--- config.mk ---
export PLATFORM = sky130hd
export DESIGN_NAME = nibble_serial_add_ctrl
export DESIGN_NICKNAME = d
export VERILOG_FILES = /design/src/rtl/nibble_serial_add_ctrl.sv
export SDC_FILE = /design/constraint.sdc
export NUM_CORES = 1
export LEC_CHECK = 0
export ABC_AREA = 1
export CORE_MARGIN = 1.5
export CORE_UTILIZATION = 31
export DETAILED_ROUTE_END_ITERATION = 10
export GPL_TIMING_DRIVEN = 1
export HOLD_SLACK_MARGIN = 0.12
export PLACE_DENSITY = 0.58
export SYNTH_ARGS = -nofsm -noshare
export SYNTH_HDL_FRONTEND = slang
export SYNTH_SLANG_ARGS = --single-unit
--- constraint.sdc ---
create_clock -name clk -period 4.6 [get_ports clk]
set_input_delay 0.46 -clock clk [delete_from_list [all_inputs] [get_ports clk]]
set_output_delay 0.46 -clock clk [all_outputs]
set_load 0.05 [all_outputs]
--- src/rtl/nibble_serial_add_ctrl.sv ---
// nibble_serial_add_ctrl
//   Performs a W = 4*NIBBLES bit addition by time-multiplexing an external
//   combinational 4-bit adder. One nibble is processed per clock, starting with
//   the least significant nibble. The carry ripples between nibbles through a
//   register.
//
// Ports
//   clk, rst_n           clock (rising edge), asynchronous active-low reset
//   in_valid/in_ready    operand handshake; in_a, in_b, in_cin are the operands
//   add_a/add_b/add_cin  nibble operands and carry driven into the 4-bit adder
//   add_sum/add_cout     adder results, captured on every RUN edge
//   res_valid/res_ready  result handshake; res_sum, res_cout, res_ovf are held
//                        stable while res_valid is high
//   busy                 high while an operation is in flight or awaiting drain
module nibble_serial_add_ctrl #(
  parameter int NIBBLES = 4
) (
  input  logic                 clk,
  input  logic                 rst_n,
  input  logic                 in_valid,
  output logic                 in_ready,
  input  logic [4*NIBBLES-1:0] in_a,
  input  logic [4*NIBBLES-1:0] in_b,
  input  logic                 in_cin,
  output logic [3:0]           add_a,
  output logic [3:0]           add_b,
  output logic                 add_cin,
  input  logic [3:0]           add_sum,
  input  logic                 add_cout,
  output logic                 res_valid,
  input  logic                 res_ready,
  output logic [4*NIBBLES-1:0] res_sum,
  output logic                 res_cout,
  output logic                 res_ovf,
  output logic                 busy
);

  localparam int W  = 4 * NIBBLES;
  localparam int IW = (NIBBLES > 1) ? $clog2(NIBBLES) : 1;
  localparam logic [IW-1:0] LAST = IW'(NIBBLES - 1);

  typedef enum logic [1:0] {
    IDLE,
    RUN,
    DONE
  } state_t;

  state_t        state;
  state_t        state_nx;
  logic [IW-1:0] idx;
  logic [IW+1:0] base;
  logic          carry_reg;
  logic [W-1:0]  a_sh;
  logic [W-1:0]  b_sh;
  logic          last;

  // Bit offset of the current nibble.
  assign base = {idx, 2'b00};
  assign last = (idx == LAST);

  always_ff @(posedge clk or negedge rst_n) begin
    if (!rst_n) begin
      state <= IDLE;
    end else begin
      state <= state_nx;
    end
  end

  always_comb begin
    state_nx  = state;
    in_ready  = 1'b0;
    res_valid = 1'b0;
    busy      = 1'b0;
    add_a     = '0;
    add_b     = '0;
    add_cin   = 1'b0;
    case (state)
      IDLE: begin
        in_ready = 1'b1;
        if (in_valid) begin
          state_nx = RUN;
        end
      end
      RUN: begin
        busy    = 1'b1;
        add_a   = a_sh[base +: 4];
        add_b   = b_sh[base +: 4];
        add_cin = carry_reg;
        if (last) begin
          state_nx = DONE;
        end
      end
      DONE: begin
        busy      = 1'b1;
        res_valid = 1'b1;
        if (res_ready) begin
          state_nx = IDLE;
        end
      end
      default: begin
        state_nx = IDLE;
      end
    endcase
  end

  // Operand shadows, carry ripple and result assembly.
  always_ff @(posedge clk or negedge rst_n) begin
    if (!rst_n) begin
      idx       <= '0;
      carry_reg <= 1'b0;
      a_sh      <= '0;
      b_sh      <= '0;
      res_sum   <= '0;
      res_cout  <= 1'b0;
      res_ovf   <= 1'b0;
    end else begin
      case (state)
        IDLE: begin
          // Shadows load only on accept so idle-time X on the operand
          // buses never reaches the adder or the result.
          if (in_valid) begin
            a_sh      <= in_a;
            b_sh      <= in_b;
            carry_reg <= in_cin;
            idx       <= '0;
            res_sum   <= '0;
          end
        end
        RUN: begin
          res_sum[base +: 4] <= add_sum;
          carry_reg          <= add_cout;
          idx                <= idx + IW'(1);
          if (last) begin
            res_cout <= add_cout;
            // Carry into the MSB is recovered from the MSB sum bit.
            res_ovf  <= add_cout ^ (add_sum[3] ^ add_a[3] ^ add_b[3]);
          end
        end
        default: begin
        end
      endcase
    end
  end

endmodule

==> flow_summary_export.csv <==
group,metric,value,unit
status,status,"finished, final reports clean",
final_layout,nNetsFinal,458,
detailed_routing,viasPerCell,4.59,
final_layout,n_fill_cell,869,
run,drv_cap,0,
clock_tree,cts_setup_buffers,0,
power,p_seq_share,35.6,%
power,power,0.00219,W
final_layout,drive_gt1_share,4.42,%
grt,grt_pass1_vias,2425,
worst_setup_path,r2r_cells,6,
worst_setup_path,cpMostUsedCell,"nand2_1",
worst_setup_path,endpoint,"add_a[3]",
power,powerDensity,609,mW/mm²
worst_setup_path,r2r-start,"idx[0]",
sta,tns,0,ps
grt,antenna_found_initial,0,
sta,setup_ws,1110,ps
floorplan,start_util,32.6,%
sta,fin_skew,8.14,ps
clock_tree,clk_pin_slew,90,ps
sta,max_slew_margin,45.8,%
clock_tree,h-tree-depth,2,
placed_design,gp_congestion,0.798,
floorplan,fp.coreArea,0.00834,mm²
final_layout,final-seq-area,0.00138,mm²
placed_design,place_ws,1440,ps
floorplan,rows,33,
floorplan,die_h,96.7,µm
final_layout,multi_input_area,0.00113,mm²
final_layout,num_antenna_cells,0,
worst_setup_path,r2r_slack,1920,ps
sta,finalCriticalPeriod,3490,ps
power,p_switching,0.00103,W
grt,grt_usage,14.8,%
worst_setup_path,crit_path_top_delay_cell,"dfrtp_1",
synth,ys_ff_latch,55,
grt,grt_pass1_wl,11500,µm
synth,synthCells,340,
worst_setup_path,crit_arrival,3030,ps
worst_setup_path,crit_chain,"inv_1 -> nand2_1 -> nand3_1 -> nand2_1 -> nand2_1 -> inv_1 -> clkdlybuf4s50_1",
synth,syn_area_per_cell,8.00,µm²
floorplan,dieArea,0.00934,mm²
worst_setup_path,path_max_fanout,25,
power,peakVddDrop,0.300,mV
worst_hold_path,min_path_type,"input pin to async pin",
clock_tree,worst_skew_pair.late_latency,310,ps
power,leakagePower,1.69,nW
detailed_routing,vias,2351,
final_layout,area_growth,32.0,%
worst_setup_path,worstSetupStartpoint,"idx[0]",
sta,timing.fmax,286,MHz
power,pwr-share-comb,52.0,%
final_layout,mostFrequentLayoutCell,"nand2_1",
floorplan,die_x,96.7,µm
detailed_routing,drt_iter0_drc,95,
grt,grt_max_degree,56,
synth,ys_seq_area_share,50.6,%
floorplan,io_pins,72,
final_layout,final_util,43.0,%
placed_design,place_area,0.00350,mm²
power,p_clk_share,12.4,%
sta,worst_slew_pin_slew,813,ps
power,p_int,0.00116,W
worst_setup_path,r2r_end,"res_sum[10]",
clock_tree,cts_made_buffers,5,
worst_setup_path,cp-end-kind,"output port",
synth,syn_area,0.00272,mm²
worst_setup_path,max_stage_delay,880,ps
placed_design,dpl.hpwl,4590,µm
synth,synth_fp_nets,391,
power,swShare,47.1,%
worst_setup_path,crit_required,4140,ps
clock_tree,cts_root_buf,"clkbuf_8",
sta,rsz0062_at_grt,"no",
grt,grt_overflow,0,
detailed_routing,antenna_left,0,
final_layout,reg.largest.list,"a_sh: 16 flops, b_sh: 16 flops, res_sum: 16 flops",
final_layout,mostFrequentLayoutCells,"nand2_1 (114), clkdlybuf4s50_1 (70), dfrtp_1 (55)",
detailed_routing,routed_wl,6550,µm
final_layout,fin_area,0.00359,mm²
synth,yosys_warnings,0,
clock_tree,cts_tree,"done",
clock_tree,clock-sinks,55,
detailed_routing,dr.pass1.iters,4,
sta,setup_viol,0,
synth,synth_cell_type_count,25,
sta,min_period_over_period,75.9,%
clock_tree,ctsResizeCount,0,
worst_setup_path,start_kind,"flip-flop",
detailed_routing,routedWlPerCell,12.8,µm
worst_setup_path,critPathKind,"flip-flop to output port",
clock_tree,hold_buffers,0,
sta,hold_viol,0,
placed_design,io_buffers,71,
sta,drv_slew,0,
clock_tree,clock_path_buffers,2,
detailed_routing,drc,0,
cell type report:
class,count,share of cell area [%]
repair buffers,73,20.1
clock buffers,6,2.30
multi-input cells,236,31.6
clock inverters,1,0.139
flip-flops and latches,55,38.4
inverters,36,3.91
well taps,105,3.66
cells by family (layout without fill, tap and decap cells):
kind of cell | count (synthesis) | in the layout | share of synthesized area, %
flops | 55 | 55 | 50.6
compound gates | 58 | 58 | 12.5
xor+xnor | 1 | 1 | 0.322
fa+ha+maj | 9 | 9 | 4.14
simple gates | 168 | 168 | 24.7
buf+inv | 49 | 116 | 7.73
how the worst min path moves through the flow:
stage,start,to,cells after the start
floorplan,rst_n,a_sh[0],0
global placement,b_sh[14],b_sh[14],2
detailed placement,b_sh[5],b_sh[5],2
CTS,rst_n,b_sh[4],2
global route,rst_n,a_sh[4],2
finish,rst_n,a_sh[4],2
power groups by stage:
stage	Combinational (W)	Clock (W)	Sequential [W]
2_1_floorplan	0.000784	0	0.000824
3_3_place_gp	0.00113	0	0.000782
3_5_place_dp	0.00114	0	0.000788
4_1_cts	0.00115	0.000282	0.000780
5_1_grt	0.00127	0.000301	0.000804
6_report	0.00114	0.000272	0.000778
metal layers:
layer / GRT usage, % / vias to the layer above / wire (µm)
met4: 4.01 / 0 / 66
met5: 0 / - / 0
met3: 3.40 / 6 / 298
met1: 20.2 / 1091 / 3200
met2: 23.6 / 56 / 2980
li1: - / 1198 / -
per-stage QoR:
| step | hold WS [ps] | instances |
|---|---|---|
| 2_1_floorplan | 164 | 340 |
| 4_1_cts | 302 | 512 |
| 5_1_grt | 343 | 512 |
| 6_report | 278 | 512 |
| 3_3_place_gp | 460 | 505 |
| 3_5_place_dp | 460 | 505 |
synthesized netlist by cell type (all sizes together):
| library cell | count | area, µm² |
|---|---|---|
| ha | 9 | 113 |
| clkinv | 1 | 3.75 |
| inv | 35 | 136 |
| o22ai | 1 | 6.26 |
| a31oi | 1 | 6.26 |
| nand3 | 12 | 60.1 |
| o21ai | 43 | 226 |
| o221ai | 1 | 8.76 |
| nand4 | 4 | 25.0 |
| o21a | 4 | 30.0 |
| nor3 | 4 | 20.0 |
| a21oi | 8 | 62.6 |
| dfrtp | 55 | 1380 |
| buf | 13 | 70.1 |
| nand2 | 115 | 434 |
| nor2 | 33 | 131 |
| xnor2 | 1 | 8.76 |
critical path: cells and delay by family, from the launching register on:
family / cells / cell delay (ps)
flip-flops: 1 / 880
buffers and inverters: 3 / 1420
AND/OR/NAND/NOR: 4 / 420
Note: power is estimated with default switching activity, not from simulation.
